==> config.mk <==
export PLATFORM = sky130hd
export DESIGN_NAME = uart_receiver
export DESIGN_NICKNAME = d
export VERILOG_FILES = /design/src/rtl/uart_pkg.sv /design/src/rtl/rx_sync.sv /design/src/rtl/uart_receiver.sv
export SDC_FILE = /design/constraint.sdc
export NUM_CORES = 1
export LEC_CHECK = 0
export ABC_AREA = 1
export CAP_MARGIN = 0
export CELL_PAD_IN_SITES_DETAIL_PLACEMENT = 2
export CELL_PAD_IN_SITES_GLOBAL_PLACEMENT = 2
export CORE_MARGIN = 2
export CORE_UTILIZATION = 35
export CTS_CLUSTER_SIZE = 12
export DETAILED_ROUTE_END_ITERATION = 12
export HOLD_SLACK_MARGIN = 0.08
export PLACE_DENSITY = 0.88
export SYNTH_ARGS = -nofsm -noshare
export SYNTH_HDL_FRONTEND = slang
export SYNTH_SLANG_ARGS = --single-unit
==> constraint.sdc <==
create_clock -name CLK -period 1.69 [get_ports CLK]
set_clock_uncertainty 0.05 [all_clocks]
set_input_delay 0.338 -clock CLK [delete_from_list [all_inputs] [get_ports CLK]]
set_output_delay 0.338 -clock CLK [all_outputs]
set_load 0.02 [all_outputs]
==> src/rtl/uart_pkg.sv <==
// Shared definitions for the UART receive path: FSM states and frame constants.
package uart_pkg;

    typedef enum logic [2:0] {
        IDLE  = 3'd0,
        START = 3'd1,
        DATA  = 3'd2,
        STOP  = 3'd3,
        BREAK = 3'd4
    } state_t;

    localparam int   DEFAULT_OVERSAMPLE = 16;
    localparam logic START_BIT          = 1'b0;
    localparam logic STOP_BIT           = 1'b1;

endpackage

==> src/rtl/rx_sync.sv <==
// Two-flop synchronizer for an asynchronous single-bit input, with a
// parameterised value loaded on asynchronous reset.
module rx_sync #(
    parameter logic RESET_VAL = 1'b1
) (
    input  logic i_clk,
    input  logic i_rst,
    input  logic i_d,
    output logic o_q
);

    logic r_meta;
    logic r_q;

    // Metastability filter: first stage may go metastable, second stage is clean.
    always_ff @(posedge i_clk or posedge i_rst) begin
        if (i_rst) begin
            r_meta <= RESET_VAL;
            r_q    <= RESET_VAL;
        end else begin
            r_meta <= i_d;
            r_q    <= r_meta;
        end
    end

    assign o_q = r_q;

endmodule

==> src/rtl/uart_receiver.sv <==
// Oversampling UART receiver: start-bit qualification at mid-bit, LSB-first
// data capture, stop-bit check with framing-error and break handling.
module uart_receiver
    import uart_pkg::*;
#(
    parameter int OVERSAMPLE = DEFAULT_OVERSAMPLE,
    parameter int DATA_BITS  = 8
) (
    input  logic                 CLK,
    input  logic                 RST,
    input  logic                 RX,
    output logic [DATA_BITS:1]   data,
    output logic                 data_valid,
    output logic                 frame_err,
    output logic                 busy
);

    localparam int TW = (OVERSAMPLE > 2) ? $clog2(OVERSAMPLE) : 1;
    localparam int BW = (DATA_BITS  > 1) ? $clog2(DATA_BITS)  : 1;
    localparam logic [TW-1:0] TICK_HALF = TW'(OVERSAMPLE / 2 - 1);
    localparam logic [TW-1:0] TICK_LAST = TW'(OVERSAMPLE - 1);
    localparam logic [BW-1:0] BIT_LAST  = BW'(DATA_BITS - 1);

    logic                w_rx_s;
    state_t              r_state;
    logic [TW-1:0]       r_tick;
    logic [BW-1:0]       r_bitn;
    logic [DATA_BITS:1]  r_shift;
    logic [DATA_BITS:1]  r_data;
    logic                r_valid;
    logic                r_ferr;
    logic                r_busy;

    rx_sync #(
        .RESET_VAL (1'b1)
    ) u_rx_sync (
        .i_clk (CLK),
        .i_rst (RST),
        .i_d   (RX),
        .o_q   (w_rx_s)
    );

    // Receive FSM; strobes default low so each lasts exactly one cycle.
    always_ff @(posedge CLK or posedge RST) begin
        if (RST) begin
            r_state <= IDLE;
            r_tick  <= '0;
            r_bitn  <= '0;
            r_shift <= '0;
            r_data  <= '0;
            r_valid <= 1'b0;
            r_ferr  <= 1'b0;
            r_busy  <= 1'b0;
        end else begin
            r_valid <= 1'b0;
            r_ferr  <= 1'b0;
            case (r_state)
                IDLE: begin
                    if (w_rx_s == START_BIT) begin
                        r_state <= START;
                        r_tick  <= '0;
                        r_busy  <= 1'b1;
                    end
                end
                START: begin
                    if (r_tick == TICK_HALF) begin
                        r_tick <= '0;
                        r_bitn <= '0;
                        if (w_rx_s == START_BIT) begin
                            r_state <= DATA;
                        end else begin
                            r_state <= IDLE;
                            r_busy  <= 1'b0;
                            r_shift <= '0;
                        end
                    end else begin
                        r_tick <= r_tick + TW'(1);
                    end
                end
                DATA: begin
                    if (r_tick == TICK_LAST) begin
                        r_tick  <= '0;
                        r_shift <= {w_rx_s, r_shift[DATA_BITS:2]};
                        if (r_bitn == BIT_LAST) begin
                            r_state <= STOP;
                        end else begin
                            r_bitn <= r_bitn + BW'(1);
                        end
                    end else begin
                        r_tick <= r_tick + TW'(1);
                    end
                end
                STOP: begin
                    if (r_tick == TICK_LAST) begin
                        r_tick <= '0;
                        if (w_rx_s == STOP_BIT) begin
                            r_data  <= r_shift;
                            r_valid <= 1'b1;
                            r_state <= IDLE;
                            r_busy  <= 1'b0;
                        end else begin
                            r_ferr  <= 1'b1;
                            r_shift <= '0;
                            r_state <= BREAK;
                        end
                    end else begin
                        r_tick <= r_tick + TW'(1);
                    end
                end
                // A held-low line must go high before a new start is accepted.
                BREAK: begin
                    if (w_rx_s == STOP_BIT) begin
                        r_state <= IDLE;
                        r_busy  <= 1'b0;
                    end
                end
                default: begin
                    r_state <= IDLE;
                    r_tick  <= '0;
                    r_bitn  <= '0;
                    r_busy  <= 1'b0;
                end
            endcase
        end
    end

    assign data       = r_data;
    assign data_valid = r_valid;
    assign frame_err  = r_ferr;
    assign busy       = r_busy;

endmodule

==> flow_summary_export.csv, run 1 <==
group,metric,value,unit
critical_path,critical_path.max_fanout,2,
critical_path,critPathSlowestCell,"clkdlybuf4s50_1",
sta,hold_violations,0,
sta,finalCritPeriodShare,0.9962,
synth,synth_edf_count,0,
final_layout,nFillCells,507,
power_and_ir_drop,vdd_drop_max,546.4,uV
floorplanning,ioPinCount,14,
detailed_routing,drc,0,
synth,synthTopCellsByArea,"dfrtp_1 (44%), nand2_1 (11%), inv_1 (4.8%), nor2_4 (4.1%), nor2_1 (3.9%)",
final_layout,drive_gt1_frac,0.2581,
clocking,clockBufferDepth,2,
detailed_routing,wl_per_cell,18.37,um
synth,seq_area_frac_synth,0.4737,
placement,hpwl,3607,um
critical_path,cp-start-kind,"flop",
placement,gp_congestion,0.7838,
synth,synth_commonest_cells,"nand2_1 (46), dfrtp_1 (29), inv_1 (21)",
clocking,holdBufCountCts,0,
clocking,numCtsBuffers,5,
final_layout,fin_nets,223,
critical_path,worstPathRequired,1300,ps
synth,synth_top_cell_by_area,"dfrtp_1",
detailed_routing,num_vias,1348,
synth,async_flop_share,1.000,
floorplanning,die_area,5258,um^2
floorplanning,die_height,72.51,um
sta,worst_slew_pin_slew,376.2,ps
detailed_routing,viasPerCell,5.011,
placement,portBuffers,13,
power_and_ir_drop,switching_share,0.4273,
floorplanning,die_w,72.51,um
synth,synthesis.area,1643,um^2
synth,yosysWarnings,0,
synth,syn_area_per_cell,8.832,um^2
floorplanning,core_area,4444,um^2
critical_path,critPathMaxStageDelay,660,ps
power_and_ir_drop,power.total,3015,uW
power_and_ir_drop,intPower,1727,uW
placement,dp_cells,257,
power_and_ir_drop,power_frac_comb,0.470,
sta,setup_ws,6.387,ps
sta,setup_violations,0,
critical_path,cp_num_buf_inv,1,
critical_path,crit_arrival,1300,ps
power_and_ir_drop,p_leak,0.0009962,uW
clocking,clk_pin_slew,60,ps
sta,rsz0062_at_grt,"yes",
clocking,cts_sinks,31,
flow_run,maxCapViolCount,0,
detailed_routing,first_pass_iters,4,
detailed_routing,finalWirelength,4942,um
synth,ys.flop_type,"dfrtp_1",
floorplanning,rows,24,
final_layout,final_cells,269,
run_status,status,"complete, no violations",
detailed_routing,drtIter0Drc,42,
clocking,cts-htree-levels,2,
power_and_ir_drop,power.density,1478,nW/um^2
floorplanning,start_util,0.3697,
power_and_ir_drop,power_frac_seq,0.333,
sta,slew_headroom,0.7466,
global_route,antenna_found_initial,0,
sta,max_freq,0.5940,GHz
global_route,grt_pass1_vias,1557,
critical_path,cp_top_family,"buffers and inverters",
critical_path,endpoint_kind,"output pin",
synth,ys_ff_latch,31,
sta,min_period,1684,ps
min_path,hold_path.class,"flop to flop",
detailed_routing,drt.antenna.violating_nets,0,
global_route,grt_pass1_wl,8211,um
power_and_ir_drop,p_clk_frac,0.196,
global_route,grt_overflow,0,
final_layout,area_delta_synth_final,24.14,%
synth,syn-num-nets,192,
synth,syn_inst,186,
synth,synth_top_area_share,0.4417,
global_route,track_usage,0.2103,
clocking,clk_latency,290,ps
critical_path,path_class,"flop to output pin",
clocking,cts_tree,"built",
final_layout,antenna_cells,0,
synth,ys_types,25,
critical_path,cp_cell_sequence,"clkdlybuf4s50_1",
sta,holdWs,308.5,ps
global_route,grt_start_max_net_pins,32,
final_layout,final_util,0.4589,
placement,dp_slack,40.09,ps
synth,synth.most_common_cell,"nand2_1",
clocking,clockRootBuffer,"clkbuf_8",
sta,slew_viol_final,0,
power_and_ir_drop,p_sw,1288,uW
==> flip-flops by register name (all words and copies together) (netlist names) <==
name,cells
u_rx_sync.r_meta,1
r_bitn,3
busy,1
data_valid,1
data,8
u_rx_sync.o_q,1
r_shift,8
r_state,3
frame_err,1
r_tick,4
==> layout by cell type, fill, tap and decap left out, types with 3 or more instances in the layout <==
| master | instances |
|---|---|
| nand2_1 | 46 |
| dfrtp_1 | 28 |
| inv_1 | 21 |
| nor2_1 | 17 |
| buf_4 | 16 |
| clkdlybuf4s50_1 | 12 |
| o21ai_0 | 8 |
| nand3_1 | 8 |
| o21ai_2 | 7 |
| nor2_4 | 6 |
| o21bai_1 | 6 |
| clkbuf_8 | 6 |
| nand3_2 | 5 |
| nand2_2 | 4 |
| nand4_1 | 4 |
| o21ai_1 | 3 |
==> area by class of cell <==
| cell class | instances | area (um^2) | share of cell area |
|---|---|---|---|
| Clock inverter | 1 | 5.005 | 0.002454 |
| Timing Repair Buffer | 30 | 272.8 | 0.1337 |
| Clock buffer | 6 | 82.58 | 0.04049 |
| Multi-Input combinational cell | 127 | 752.0 | 0.3687 |
| Inverter | 22 | 82.58 | 0.04049 |
| Tap cell | 52 | 65.06 | 0.03190 |
| Sequential cell | 31 | 779.5 | 0.3822 |
==> power groups by stage <==
stage	clock [uW]	combinational, uW	sequential, uW
after global placement	0	1110	989
after detailed placement	0	1240	1010
after global routing	645	1590	1020
after floorplan	0	920	926
final	591	1420	1010
after CTS	612	1260	995
==> worst paths after layout <==
check                                endpoint  slack (ps)  depth (start not counted)             start
worst max-delay path                  data[6]           6                          1           data[6]
worst min-delay path            u_rx_sync.o_q         310                          0  u_rx_sync.r_meta
worst max register to register     r_shift[7]          60                          7         r_tick[1]
worst min register to register  u_rx_sync.o_q         310                          0  u_rx_sync.r_meta
max in group asynchronous       u_rx_sync.o_q        1000                          3               RST
min in group asynchronous          r_state[2]         350                          3               RST
==> timing repair <==
item	CTS	global route
endpoints found under the setup margin	0	16
hold endpoints to repair	0	0
setup buffers	0	5
gates resized for setup	0	9
==> routing by layer <==
layer  part of all wire  wire (um)  vias up  track usage
met5                  0          0        -            0
met4              0.021        106        0      0.06790
met3              0.021        106       10      0.04167
met2               0.56       2755       14       0.3884
met1               0.40       1974      674       0.2426
li1                   -          -      650            -
==> per-stage QoR <==
stage                     setup TNS, ps  cell area [um^2]
final                                 0              2039
after global routing             -89.20              2039
after CTS                             0              1964
after detailed placement              0              1877
after global placement                0              1877
after floorplan                       0              1643
==> kinds of logic after synthesis <==
group	Yosys count	share of synthesized area
AOI/OAI and AO/OA	29	0.1203
xor gates and xnor gates	1	0.005332
adders and majority gates	3	0.02285
buffers and inverters	28	0.08911
DFF	31	0.4737
and+or+nand+nor	94	0.2887
Power figures use the tool's default switching activity.
==> run 2, diff against run 1 <==
SETUP_SLACK_MARGIN = 0.3   (was not set)
==> run 2 against run 1 <==
Net effect:
- critical path depth rose by 6
- setup slack improved by 95 ps
- hold slack improved by 5.2 ps
- clock power rose by 3%
- non-clock buffer count rose by 17
- total power grew 21%
- die area unchanged
- maximum frequency up 6.0%
- global-route usage up 4.5 points
- register-to-register slack improved by 40 ps
- utilization is 6.0 points higher
- wire length grew 34%
==> flow_summary_export.csv, run 2 (same netlist as run 1, synthesis figures left out) <==
group,metric,value,unit
critical_path,worstPathRequired,1800,ps
clocking,cts_tree,"built",
detailed_routing,drt.antenna.violating_nets,0,
critical_path,reg2reg_depth,7,
power_and_ir_drop,power.density,1587,nW/um^2
critical_path,r2r-end,"r_shift[4]",
critical_path,cp-start-kind,"flop",
detailed_routing,wl_per_cell,23.22,um
critical_path,cp_top_family,"simple AND/OR/NAND/NOR gates",
global_route,grt_overflow,0,
critical_path,crit_arrival,1700,ps
critical_path,worstSetupStartpoint,"r_state[2]",
critical_path,cp_common_cell,"nand2_1",
critical_path,critical_path.max_fanout,8,
sta,finalCritPeriodShare,0.9400,
final_layout,fin_area,2307,um^2
sta,max_freq,0.6295,GHz
critical_path,cp_num_buf_inv,1,
critical_path,path_class,"flop to flop",
floorplanning,die_w,72.51,um
power_and_ir_drop,p_clk_frac,0.166,
detailed_routing,first_pass_iters,4,
sta,slew_headroom,0.7409,
floorplanning,rows,24,
power_and_ir_drop,switching_share,0.4532,
clocking,clockRootBuffer,"clkbuf_8",
final_layout,drive_gt1_frac,0.4231,
sta,worst_slew_pin_slew,384.5,ps
power_and_ir_drop,power_frac_seq,0.282,
clocking,clk_latency,290,ps
floorplanning,die_height,72.51,um
global_route,grt_start_max_net_pins,32,
detailed_routing,drtIter0Drc,64,
clocking,cts_sinks,31,
clocking,holdBufCountCts,0,
floorplanning,start_util,0.3697,
run_status,status,"complete, no violations",
critical_path,endpoint_kind,"flop",
global_route,grt_pass1_wl,9784,um
clocking,cts-htree-levels,2,
detailed_routing,viasPerCell,5.301,
sta,rsz0062_at_grt,"yes",
placement,gp_congestion,0.7838,
min_path,holdPathEnd,"u_rx_sync.o_q",
final_layout,area_delta_synth_final,40.44,%
power_and_ir_drop,vdd_drop_max,654.0,uV
final_layout,fin_nets,240,
min_path,hold_start,"u_rx_sync.r_meta",
critical_path,critPathMaxStageDelay,460,ps
sta,min_period,1589,ps
clocking,clk_pin_slew,70,ps
flow_run,maxCapViolCount,0,
power_and_ir_drop,power_frac_comb,0.552,
critical_path,cp_cell_sequence,"buf_4, nor2_1, nand3_2, nand3_4, nor2_4, nand2_1, nand2_1",
clocking,numCtsBuffers,5,
critical_path,reg2reg_slack,100,ps
sta,hold_violations,0,
detailed_routing,num_vias,1516,
detailed_routing,finalWirelength,6641,um
clocking,clockBufferDepth,2,
floorplanning,core_area,4444,um^2
min_path,hold_depth,0,
floorplanning,die_area,5258,um^2
placement,dpl_cell_area,1877,um^2
final_layout,final_common_cell,"nand2_1",
detailed_routing,drc,0,
power_and_ir_drop,p_leak,0.001100,uW
final_layout,most-common-layout-cells,"nand2_1 (37), dfrtp_1 (26), buf_4 (24)",
critical_path,critPathSlowestCell,"dfrtp_2",
power_and_ir_drop,p_sw,1659,uW
sta,slew_viol_final,0,
placement,hpwl,3607,um
floorplanning,ioPinCount,14,
power_and_ir_drop,intPower,2002,uW
final_layout,antenna_cells,0,
sta,setup_violations,0,
global_route,grt_pass1_vias,1724,
sta,timing.setup.tns,0,ps
critical_path,r2r-start,"r_state[2]",
placement,portBuffers,13,
min_path,hold_path.class,"flop to flop",
global_route,antenna_found_initial,0,
global_route,track_usage,0.2556,
[run 2: power by group through the flow]
stage | Combinational [uW] | Sequential (uW) | Clock, uW
6_report | 2020 | 1030 | 608
5_1_grt | 2170 | 1040 | 641
4_1_cts | 1660 | 1010 | 612
3_5_place_dp | 1240 | 1010 | 0
3_3_place_gp | 1110 | 989 | 0
2_1_floorplan | 920 | 926 | 0
[run 2: per-stage QoR]
stage                     setup WS (ps)    util  instances  hold slack, ps  power (uW)
after detailed placement          40.09  0.4223        257           303.7        2255
after global placement            200.0  0.4223        257           300.5        2099
after floorplan                   315.3       -        186           292.5        1846
after CTS                         164.0  0.4910        281           312.8        3282
final                             101.5  0.5191        286           313.7        3661
after global routing              13.84  0.5191        286           318.9        3848
[run 2: cell type report]
class,instances,area [um^2]
clock inverter,1,5.005
inverter,22,82.58
fill,468,2137
multi-input combinational,127,873.3
tap,52,65.06
sequential,31,782.0
timing repair buffer,47,416.7
clock buffer,6,82.58
[run 2: worst max path at each step]
stage                 end  slack (ps)  depth (start not counted)
2_1_floorplan     data[8]         320                          7
3_3_place_gp   r_shift[6]         200                          6
3_5_place_dp   r_shift[8]          40                          6
4_1_cts        r_shift[7]         160                          7
5_1_grt        r_state[1]          10                          7
6_report       r_shift[4]         100                          7
[run 2: what timing repair did]
action	CTS	global route
pin swaps	23	13
hold endpoints to repair	0	0
gates cloned	1	0
setup endpoints to repair	38	34
buffers inserted	16	5
gates resized for setup	45	32
[run 2: metal layers]
layer | routed length [um] | vias to the layer above | global-route usage
met5 | 0 | - | 0
met4 | 169 | 0 | 0.09671
met3 | 160 | 14 | 0.03750
li1 | - | 688 | -
met2 | 3567 | 29 | 0.4577
met1 | 2744 | 785 | 0.3096
==> run 3, diff against run 2 <==
CORE_ASPECT_RATIO = 2   (was not set)
==> run 3 against run 2 <==
Net effect:
- the run now ends with negative setup slack left
- clock power decreased by 1%
- count of clock-buffer cells in the layout is 1 higher
- combinational power is 3% lower
- global-route usage is 0.66 points higher
- die area is 0.64% higher
- utilization fell by 0.074 points
- sequential power barely moved
- via count shrank 1.1%
- highest routed layer unchanged
==> flow_summary_export.csv, run 3 (same netlist as run 1, synthesis figures left out) <==
group,metric,value,unit
detailed_routing,first_pass_iters,4,
placement,dp_cells,255,
clocking,clk_latency,300,ps
power_and_ir_drop,p_leak,0.001111,uW
clocking,cts-htree-levels,2,
critical_path,cp_num_buf_inv,1,
critical_path,cp_top_family,"simple AND/OR/NAND/NOR gates",
global_route,use_met3,0.02671,
sta,setup_violations,3,
clocking,clockRootBuffer,"clkbuf_8",
power_and_ir_drop,power.density,1512,nW/um^2
critical_path,cp_cell_sequence,"ha_4, nand3_4, nand3_4, nand3_4, buf_6, o21bai_1, nand2_1",
sta,timing.setup.tns,-38.26,ps
floorplanning,core_area,4554,um^2
detailed_routing,wl_per_cell,24.34,um
global_route,use_met1,0.2880,
final_layout,area_delta_synth_final,43.72,%
detailed_routing,num_vias,1500,
final_layout,final_util,0.5184,
critical_path,cp_common_cell,"nand3_4",
critical_path,path_class,"flop to flop",
global_route,grt_pass1_wl,9673,um
placement,portBuffers,13,
clocking,cts_tree,"built",
critical_path,cp-start-kind,"flop",
clocking,cts_sinks,31,
global_route,use_met2,0.4673,
placement,dp_slack,-51.53,ps
sta,slew_headroom,0.7838,
clocking,numCtsBuffers,5,
final_layout,drive_gt1_frac,0.4397,
floorplanning,rows,35,
final_layout,final_common_cell,"nand2_1",
power_and_ir_drop,vdd_drop_max,811.6,uV
detailed_routing,drc,0,
critical_path,endpoint_kind,"flop",
sta,hold_violations,0,
sta,setup_ws,-20.37,ps
run_status,status,"complete, but fails checks",
critical_path,crit_arrival,1850,ps
final_layout,most-common-layout-cells,"nand2_1 (33), dfrtp_1 (26), buf_4 (22)",
final_layout,final_cells,287,
floorplanning,die_area,5291,um^2
sta,holdWs,310.3,ps
sta,worst_slew_pin_slew,320.9,ps
critical_path,critPathMaxStageDelay,460,ps
critical_path,worstPathRequired,1830,ps
detailed_routing,viasPerCell,5.226,
detailed_routing,drtIter0Drc,12,
final_layout,nFillCells,460,
critical_path,critical_path.max_fanout,6,
global_route,grt_pass1_vias,1701,
detailed_routing,finalWirelength,6986,um
global_route,grt_start_max_net_pins,32,
clocking,clk_pin_slew,80,ps
final_layout,antenna_cells,0,
placement,gp_congestion,0.8091,
global_route,track_usage,0.2623,
min_path,hold_path.class,"flop to flop",
floorplanning,ioPinCount,14,
placement,hpwl,3245,um
global_route,grt_overflow,0,
sta,finalCritPeriodShare,1.012,
critical_path,critPathSlowestCell,"dfrtp_1",
final_layout,fin_nets,237,
run_status,violations,"negative setup slack",
floorplanning,die_w,52.45,um
sta,min_period,1710,ps
sta,rsz0062_at_grt,"yes",
detailed_routing,drt.antenna.violating_nets,0,
global_route,antenna_found_initial,0,
clocking,clockBufferDepth,2,
floorplanning,die_height,100.9,um
flow_run,maxCapViolCount,0,
sta,max_freq,0.5847,GHz
sta,slew_viol_final,0,
global_route,top_usage_layer,"met2",
floorplanning,start_util,0.3607,
[run 3: cell count changes in the layout (fill, tap and decap cells not counted), moves of 3 or more]
cell             before  now
nand2_4               2   11
nand2_2              11    6
clkbuf_2              2    6
nand2_1              37   33
clkdlybuf4s15_1       7    4
nor2_1               17   14
[run 3: stage by stage]
stage,total power [uW],cell area (um^2)
detailed placement,2135,1856
CTS,3289,2237
floorplan,1846,1643
global route,3751,2361
global placement,2053,1856
finish,3571,2361
[run 3: final cells by class]
type / instances / area (um^2) / area share
inverter: 22 / 87.58 / 0.03710
timing repair buffer: 44 / 412.9 / 0.1749
clock buffer: 7 / 76.32 / 0.03233
sequential: 31 / 782.0 / 0.3312
multi-input combinational: 127 / 928.4 / 0.3932
tap: 55 / 68.82 / 0.02915
clock inverter: 1 / 5.005 / 0.002120
[run 3: path summary, 6_finish.rpt]
kind	start	to	slack, ps	depth (start not counted)
max	r_tick[0]	r_shift[2]	-20	7
min	u_rx_sync.r_meta	u_rx_sync.o_q	310	0
max reg2reg	r_tick[0]	r_shift[2]	-20	7
min reg2reg	u_rx_sync.r_meta	u_rx_sync.o_q	310	0
max in group asynchronous	RST	u_rx_sync.r_meta	1000	3
min in group asynchronous	RST	r_shift[5]	330	3
[run 3: where the power goes]
group | switching [uW] | internal (uW) | total, uW
clock network | 311 | 289 | 600
logic | 1160 | 784 | 1950
registers | 169 | 853 | 1020
[run 3: repair_timing]
action,in CTS,in global routing
cloned,1,1
hold buffers,0,0
gates resized for setup,54,40
pin swaps,18,18
setup buffers,19,3
setup endpoints to repair,37,35
[run 3: worst reg2reg max path, delay by kind of cell, from the launching register on]
family	cells	cell delay (ps)
AND/OR/NAND/NOR	4	510
flip-flops	1	460
adder cells (fa/ha/maj)	1	240
buffers and inverters	1	170
AO/OA/AOI/OAI	1	170
[run 3: per-layer routing]
metal	wire length, um	share of wire	up-vias
li1	-	-	680
met1	2602	0.37	754
met2	3755	0.54	38
met3	201	0.029	28
met4	425	0.061	0
met5	0	0	-
